File: src/rtl/fetch_pc_unit_if.sv
// Instruction-memory request/ready handshake between the fetch stage (master)
// and the instruction memory (slave).
interface fetch_pc_unit_if;
    logic        imem_req;
    logic [31:0] imem_addr;
    logic        imem_ready;
    logic [31:0] imem_rdata;

    modport master (
        output imem_req,
        output imem_addr,
        input  imem_ready,
        input  imem_rdata
    );

    modport slave (
        input  imem_req,
        input  imem_addr,
        output imem_ready,
        output imem_rdata
    );
endinterface

File: src/rtl/fetch_pc_unit.sv
// Fetch stage: PC register, imem handshake and IF/ID register with stall/flush/bubble.
// Optional macro FETCH_MISALIGN_TRAP_EN adds a sticky misalign_err trap on unaligned targets.
module fetch_pc_unit #(
    parameter logic [31:0] RESET_PC  = 32'h0000_0000,
    parameter logic [31:0] NOP_INSTR = 32'h0000_0000
) (
    input  logic                  clk,
    input  logic                  rst,
    input  logic [31:0]           nextPC,
    input  logic                  stall,
    input  logic                  flush,
    fetch_pc_unit_if.master       imem,
    output logic [31:0]           PC,
    output logic [31:0]           PCplus4,
    output logic [31:0]           if_instr,
    output logic [31:0]           if_pc,
    output logic                  if_valid
`ifdef FETCH_MISALIGN_TRAP_EN
    ,
    output logic                  misalign_err
`endif
);

    typedef enum logic [1:0] {
        IDLE    = 2'd0,
        FETCH   = 2'd1,
        STALLED = 2'd2
    } state_t;

    state_t      state_q, state_d;
    logic [31:0] pc_q, pc_d;
    logic [31:0] if_instr_q, if_instr_d;
    logic [31:0] if_pc_q, if_pc_d;
    logic        if_valid_q, if_valid_d;
    logic [31:0] hold_instr_q, hold_instr_d;
    logic [31:0] hold_pc_q, hold_pc_d;

    logic [31:0] adv_target;
    logic        adv_trap;
    logic        trapped;
    logic        do_adv;

`ifdef FETCH_MISALIGN_TRAP_EN
    logic err_q, err_d;

    // An unaligned target is loaded verbatim so the faulting address stays visible.
    assign adv_trap   = (nextPC[1:0] != 2'b00);
    assign adv_target = adv_trap ? nextPC : (nextPC & 32'hFFFF_FFFC);
    assign trapped    = err_q;
    assign misalign_err = err_q;
`else
    assign adv_trap   = 1'b0;
    assign adv_target = nextPC & 32'hFFFF_FFFC;
    assign trapped    = 1'b0;
`endif

    always_comb begin
        state_d      = state_q;
        pc_d         = pc_q;
        if_instr_d   = if_instr_q;
        if_pc_d      = if_pc_q;
        if_valid_d   = if_valid_q;
        hold_instr_d = hold_instr_q;
        hold_pc_d    = hold_pc_q;
        do_adv       = 1'b0;
`ifdef FETCH_MISALIGN_TRAP_EN
        err_d        = err_q;
`endif

        if (trapped) begin
            state_d = IDLE;
        end else if (flush) begin
            // Redirect beats stall and ready; any held or returning word is wrong-path.
            if_valid_d = 1'b0;
            if_instr_d = NOP_INSTR;
            state_d    = FETCH;
            do_adv     = 1'b1;
        end else begin
            unique case (state_q)
                IDLE: begin
                    state_d = FETCH;
                end
                FETCH: begin
                    if (imem.imem_ready) begin
                        if (stall) begin
                            hold_instr_d = imem.imem_rdata;
                            hold_pc_d    = pc_q;
                            state_d      = STALLED;
                        end else begin
                            if_instr_d = imem.imem_rdata;
                            if_pc_d    = pc_q;
                            if_valid_d = 1'b1;
                            do_adv     = 1'b1;
                        end
                    end else if (!stall) begin
                        if_valid_d = 1'b0;
                        if_instr_d = NOP_INSTR;
                    end
                end
                STALLED: begin
                    if (!stall) begin
                        if_instr_d = hold_instr_q;
                        if_pc_d    = hold_pc_q;
                        if_valid_d = 1'b1;
                        do_adv     = 1'b1;
                        state_d    = FETCH;
                    end
                end
                default: begin
                    state_d = IDLE;
                end
            endcase
        end

        if (do_adv) begin
            pc_d = adv_target;
            if (adv_trap) begin
                state_d = IDLE;
`ifdef FETCH_MISALIGN_TRAP_EN
                err_d   = 1'b1;
`endif
            end
        end
    end

    always_ff @(posedge clk) begin
        if (rst) begin
            state_q      <= IDLE;
            pc_q         <= RESET_PC;
            if_instr_q   <= NOP_INSTR;
            if_pc_q      <= 32'h0;
            if_valid_q   <= 1'b0;
            hold_instr_q <= 32'h0;
            hold_pc_q    <= 32'h0;
`ifdef FETCH_MISALIGN_TRAP_EN
            err_q        <= 1'b0;
`endif
        end else begin
            state_q      <= state_d;
            pc_q         <= pc_d;
            if_instr_q   <= if_instr_d;
            if_pc_q      <= if_pc_d;
            if_valid_q   <= if_valid_d;
            hold_instr_q <= hold_instr_d;
            hold_pc_q    <= hold_pc_d;
`ifdef FETCH_MISALIGN_TRAP_EN
            err_q        <= err_d;
`endif
        end
    end

    assign imem.imem_req  = (state_q == FETCH);
    assign imem.imem_addr = pc_q;
    assign PC             = pc_q;
    assign PCplus4        = pc_q + 32'd4;
    assign if_instr       = if_instr_q;
    assign if_pc          = if_pc_q;
    assign if_valid       = if_valid_q;

endmodule

File: src/flat_wrapper.sv
// flat-port wrapper written by rule: the top's interface ports become plain ports
module fetch_pc_unit_flat 
#(
    parameter logic [31:0] RESET_PC  = 32'h0000_0000,
    parameter logic [31:0] NOP_INSTR = 32'h0000_0000
)
  (clk, rst, nextPC, stall, flush, PC, PCplus4, if_instr, if_pc, if_valid, imem_imem_req, imem_imem_addr, imem_imem_ready, imem_imem_rdata);
  fetch_pc_unit_if imem_i ();
  input  logic clk;
  input  logic rst;
  input  logic [31:0] nextPC;
  input  logic stall;
  input  logic flush;
  output logic [31:0] PC;
  output logic [31:0] PCplus4;
  output logic [31:0] if_instr;
  output logic [31:0] if_pc;
  output logic if_valid;
  output wire logic [$bits(imem_i.imem_req)-1:0] imem_imem_req;
  output wire logic [$bits(imem_i.imem_addr)-1:0] imem_imem_addr;
  input wire logic [$bits(imem_i.imem_ready)-1:0] imem_imem_ready;
  input wire logic [$bits(imem_i.imem_rdata)-1:0] imem_imem_rdata;
  assign imem_imem_req = imem_i.imem_req;
  assign imem_imem_addr = imem_i.imem_addr;
  assign imem_i.imem_ready = imem_imem_ready;
  assign imem_i.imem_rdata = imem_imem_rdata;
  fetch_pc_unit #(.RESET_PC(RESET_PC), .NOP_INSTR(NOP_INSTR)) u_core (.clk(clk), .rst(rst), .nextPC(nextPC), .stall(stall), .flush(flush), .imem(imem_i), .PC(PC), .PCplus4(PCplus4), .if_instr(if_instr), .if_pc(if_pc), .if_valid(if_valid));
endmodule
File: config.mk
export PLATFORM = sky130hd
export DESIGN_NAME = fetch_pc_unit_flat
export DESIGN_NICKNAME = d
export VERILOG_FILES = /design/src/rtl/fetch_pc_unit_if.sv /design/src/rtl/fetch_pc_unit.sv /design/src/flat_wrapper.sv
export SDC_FILE = /design/constraint.sdc
export NUM_CORES = 1
export LEC_CHECK = 0
export ABC_AREA = 1
export CAP_MARGIN = 20
export CORE_MARGIN = 1.5
export CORE_UTILIZATION = 48
export CTS_CLUSTER_SIZE = 20
export DETAILED_ROUTE_END_ITERATION = 10
export PLACE_DENSITY = 0.84
export SKIP_LAST_GASP = 1
export SLEW_MARGIN = 40
export SYNTH_ARGS = -nofsm -noshare
export SYNTH_HDL_FRONTEND = slang
export SYNTH_SLANG_ARGS = --single-unit
File: constraint.sdc
create_clock -name clk -period 2.5 [get_ports clk]
set_input_delay 0.75 -clock clk [delete_from_list [all_inputs] [get_ports clk]]
set_output_delay 0.75 -clock clk [all_outputs]
set_load 0.02 [all_outputs]
# Yosys cells after proc, flatten, opt, wreduce, memory -nomap -nowiden
# Index checks and enable logic that the tools add are counted.
[totals] regBits=159 inputBits=69 out_inout_bits=162 elab_cells=51
[op_classes] add_sub_neg=1 eq_ne=10 mux=22 n_bitwise=1 n_reduce_logical=9
[ops] operator="2-to-1 mux 32 bit" count=7
[ops] operator="case mux 32 bit (2 select lines)" count=2
[ops] operator="adder 32 x 3 -> 32 bit (second input constant)" count=1
[ops] operator="AND reduction 3 bit" count=3
[ops] operator="2-to-1 mux 1 bit" count=7
[ops] operator="2-to-1 mux 2 bit" count=3
[ops] operator="!= test 2 bit (second input constant)" count=3
[ops] operator="!= test 3 x 2 -> 1 bit (second input constant)" count=2
[ops] operator="!= test 3 bit (second input constant)" count=2
[ops] operator="case mux 2 bit (3 select lines)" count=1
[ops] operator="AND reduction 5 bit" count=1
[ops] operator="case mux 1 bit (2 select lines)" count=2
[ops] operator="AND reduction 4 bit" count=1
[ops] operator="equality test 2 x 1 -> 1 bit (second input constant)" count=1
[ops] operator="equality test 2 bit (second input constant)" count=1
[ops] operator="zero test 2 bit" count=1
[ops] operator="!= test 2 x 1 -> 1 bit (second input constant)" count=1
[ops] operator="AND reduction 2 bit" count=1
[ops] operator="nonzero test 2 bit" count=1
[ops] operator="OR reduction 2 bit" count=1
[ops] operator="inverter 1 bit" count=1

# Logic depth before layout (Yosys ltp)
[depth] depth_word=4 ltp_mapped=10 depth_no_buf=8

# Worst setup path before layout
# No wires, ideal clock.
[synth_timing] kind="register to output" startpoint="reg u_core.pc_q[3], in the netlist u_core.PC[3]" endpoint="out PCplus4[14]" arrival_time_ps=1620 required_time_ps=1750 setup_slack_ps=130 stages_incl_launch_ff=7 path_buffers=0 path_cell_list="dfxtp_1 > ha_1 > inv_1 > nor2_1 > nand2_1 > nor2_1 > xor2_1"
[synth_between] elab_chain_len=1
[synth_lines] element="start: declaration" line="fetch_pc_unit.sv:31" rtl="logic [31:0] pc_q, pc_d;"
[synth_lines] element="start signal: assignment" line="fetch_pc_unit.sv:140" rtl="pc_q <= pc_d;"
[synth_lines] element="adder 32 x 3 -> 32 bit" line="fetch_pc_unit.sv:155" rtl="assign PCplus4 = pc_q + 32'd4;"
[synth_lines] element="end: declaration" line="flat_wrapper.sv:15" rtl="output logic [31:0] PCplus4;"
# No other way between the ends.

# Final worst setup path
[layout_timing] startpoint="reg u_core.pc_q[4], in the netlist u_core.PC[4]" endpoint="out PCplus4[7]"
# Same word-level chain as after synthesis.

==> impl_metrics.ini <==
[status]
status = finished, violations left
violations_in_the_final_reports = setup timing

[cells_and_area]
n_fill_cell = 1185
area_growth_syn_to_layout_pct = 44.2
final_net_count = 1450
core_occupancy_in_the_finished_layout = 0.719
n_antenna_cell = 0
final_layout_size_suffix_gt1_frac = 0.164

[cts]
cts_root_buf = clkbuf_16
worst_case_clock_buffer_depth = 2
cts_hold_buffers = 0
clk_latency_ns = 0.42
cts_tree = done
cts_sinks = 157
h_tree_lvl_count = 4
clk_pin_slew_worst_setup_hold_paths_ns = 0.07
cts_buffers = 17

[floorplanning]
die_y_um = 129
core_area_um2 = 15400
die-width_um = 129
rows = 45
effective_utilization_at_floorplan = 0.498
die_area_um2 = 16700
design.portCount = 231

[power]
p_int_uw = 4780
finalPower_uw = 6830
cellLeakagePower_uw = 0.00454
cellPowerDensity_nw_per_um2 = 618
clkPwrFrac = 0.386
comb_power_share = 0.214
net-switching-power_uw = 2040
switching_share = 0.299
max-vdd-ir-drop_mv = 0.467
relative_contribution_of_sequential_cells_to_total_power = 0.400

[logic_synthesis]
synth.cell_area_um2 = 7660
postSynthCellCount = 1160
synth.most_common_cell = nand2_1
yosys_warnings = 0
syn_area_per_cell_um2 = 6.60
ys_seq_area_frac = 0.410
synth_top_area_share = 0.410
synth_top_cells_by_area = dfxtp_1, nand2_1, nor2_1
post_synth_xor_area_fraction = 0.0171
synthMuxAreaShare = 0
synthDistinctLibCells = 27
async_set_or_reset_flop_fraction_in_the_synthesized_netlist = 0
synth-compound-area-share = 0.139
ys_top_cells_by_count = nand2_1, nor2_1, dfxtp_1
synth-adder-area-share = 0.0114
post-synth-top-area-cell = dfxtp_1
synth_seq_cells = 157
dominantRegCellSynth = dfxtp_1
post_synth_and_or_nand_nor_area_fraction = 0.320
number_of_enable_type_register_cells_in_the_synthesized_netlist = 0
synth_top_family_by_area = simple AND/OR/NAND/NOR gates

[worst_hold_path]
holdCritPathClass = reg2reg
worst_hold_path.num_cells = 2

[setup_path]
timing.critical_path.arrival_ns = 1.78
timing.critical_path.depth = 6
path_buf_inv = 2
slowest_stage = dfxtp_4
critical_path_class = reg2out
endpoint_kind = output port
critPathMaxStageDelay_ns = 0.39
path_cells = nand2_2, nor2_4, nand2_2, buf_4, xor2_1, buf_2
rr_worst_depth = 9
worst-r2r-setup-slack_ns = 0.58
crit_path_frequent_cell = nand2_2
setup.worst_path.start_class = flop
worstPathRequired_ns = 1.75
critical_path.max_fanout = 5
timing.critical_path.max_delay_family = flip-flops

[drt]
route.vias.total = 8425
drt-vias-per-instance = 5.27
finalWirelength_um = 24500
avgRoutedWirePerCell_um = 15.3
drt_pre_antenna_iters = 7
ant_nets = 0
drc_errors = 0
first_iter_violations = 668

[placement]
io_buffer_count = 220
gpl.final_weighted_congestion = 0.926
detailed_place_hpwl_um = 16100

[timing]
report.final.hold_viol_count = 0
post-route-worst-setup-slack_ns = -0.0265
final_setup_skew_ns = 0.00696
worstMarginPinSlew_ns = 0.727
period_needed_ns = 2.53
max_slew_headroom_at_the_worst_pin = 0.515
final-max-slew-violation-count = 0
report.final.setup_viol = 3
final.period_utilization = 1.01
rsz0062_at_grt = true
fmax_mhz = 396

[flow_run]
maxCapViolCount = 0

[global_routing]
grt_pass1_vias = 7549
grt_antenna_before_repair = 0
grt_pass1_wl_um = 37600
grt_start_max_net_pins = 63
aggregate_global_routing_overflow = 0
track_usage = 0.285
-- layout by cell type, fill, tap and decap left out, types with 5 or more instances in the layout --
cell type and instances:
nand2_1 281, a21boi_0 10, o21ai_0 79, conb_1 8
nor2_4 13, inv_2 6, clkdlybuf4s50_1 191, nand3_1 61
nor2_1 192, a21oi_1 115, buf_4 80, buf_6 7
ha_1 5, buf_2 8, dfxtp_1 139, nand2_2 22
nand3b_1 11, dfxtp_4 6, dfxtp_2 12, clkbuf_16 17
buf_12 6, nor2_2 21, xor2_1 12, inv_1 45
-- layer usage --
layer	vias to the layer above	part of all wire	global-route usage	wire [um]
li1	4069	-	-	-
met1	3863	0.41	0.371	10000
met2	423	0.47	0.463	11600
met3	70	0.079	0.0508	1940
met4	0	0.039	0.125	945
met5	-	0	0	0
-- power by group through the flow --
stage	Clock (uW)	Sequential, uW	Combinational, uW
after floorplan	0	2890	670
after global placement	0	2770	1420
after detailed placement	0	2770	1440
after CTS	2640	2720	1430
after global routing	2770	2740	1570
final	2630	2730	1460
-- state kept, by name (all words and copies together), names as in the netlist --
signal               cells
u_core.hold_instr_q     32
u_core.if_valid          1
u_core.if_pc            30
u_core.if_instr         32
u_core.PC               30
u_core.hold_pc_q        30
u_core.state_q           2
-- area by class of cell --
class                      count  area (um^2)  share of cell area
clock inverter                14          158              0.0143
sequential                   157         3180               0.288
multi-input combinational    849         4030               0.364
inverter                      53          200              0.0181
tap                          211          264              0.0239
timing repair buffer         296         2780               0.252
clock buffer                  18          439              0.0398
-- worst min-delay path: cells and delay by family (launching register included) --
kind                   cells  cell delay [ns]
buffers and inverters      1             0.05
AOI/OAI and AO/OA          1             0.05
DFF                        1             0.30
-- logic make-up after synthesis --
| logic type | after synthesis |
|---|---|
| flops | 157 |
| fa+ha+maj | 7 |
| xor+xnor | 15 |
| simple gates | 612 |
| compound gates | 207 |
| buf+inv | 161 |
| other cells | 1 |
-- final timing paths --
kind	from	endpoint
hold / removal	u_core.hold_instr_q[29]	u_core.hold_instr_q[29]
setup / recovery	u_core.PC[4]	PCplus4[7]
setup reg to reg	u_core.state_q[0]	u_core.PC[13]
hold reg to reg	u_core.hold_instr_q[29]	u_core.hold_instr_q[29]
-- per-stage QoR --
stage | instance area [um^2] | instances | setup TNS [ns] | hold WS (ns) | worst slack [ns]
detailed placement | 10200 | 1564 | -1.63 | 0.439 | -0.152
floorplan | 7690 | 1167 | 0 | 0.425 | 0.130
finish | 11000 | 1598 | -0.0279 | 0.448 | -0.0265
CTS | 10800 | 1597 | -0.0969 | 0.449 | -0.0263
global placement | 10200 | 1564 | -1.36 | 0.432 | -0.150
global route | 11000 | 1598 | -0.646 | 0.467 | -0.0991
-- timing repair --
item | CTS | global route
pin swaps | 10 | 16
resized for setup | 140 | 95
endpoints found under the setup margin | 29 | 27
buffers inserted | 1 | 1
No activity file was read; power rests on OpenSTA's default activity.
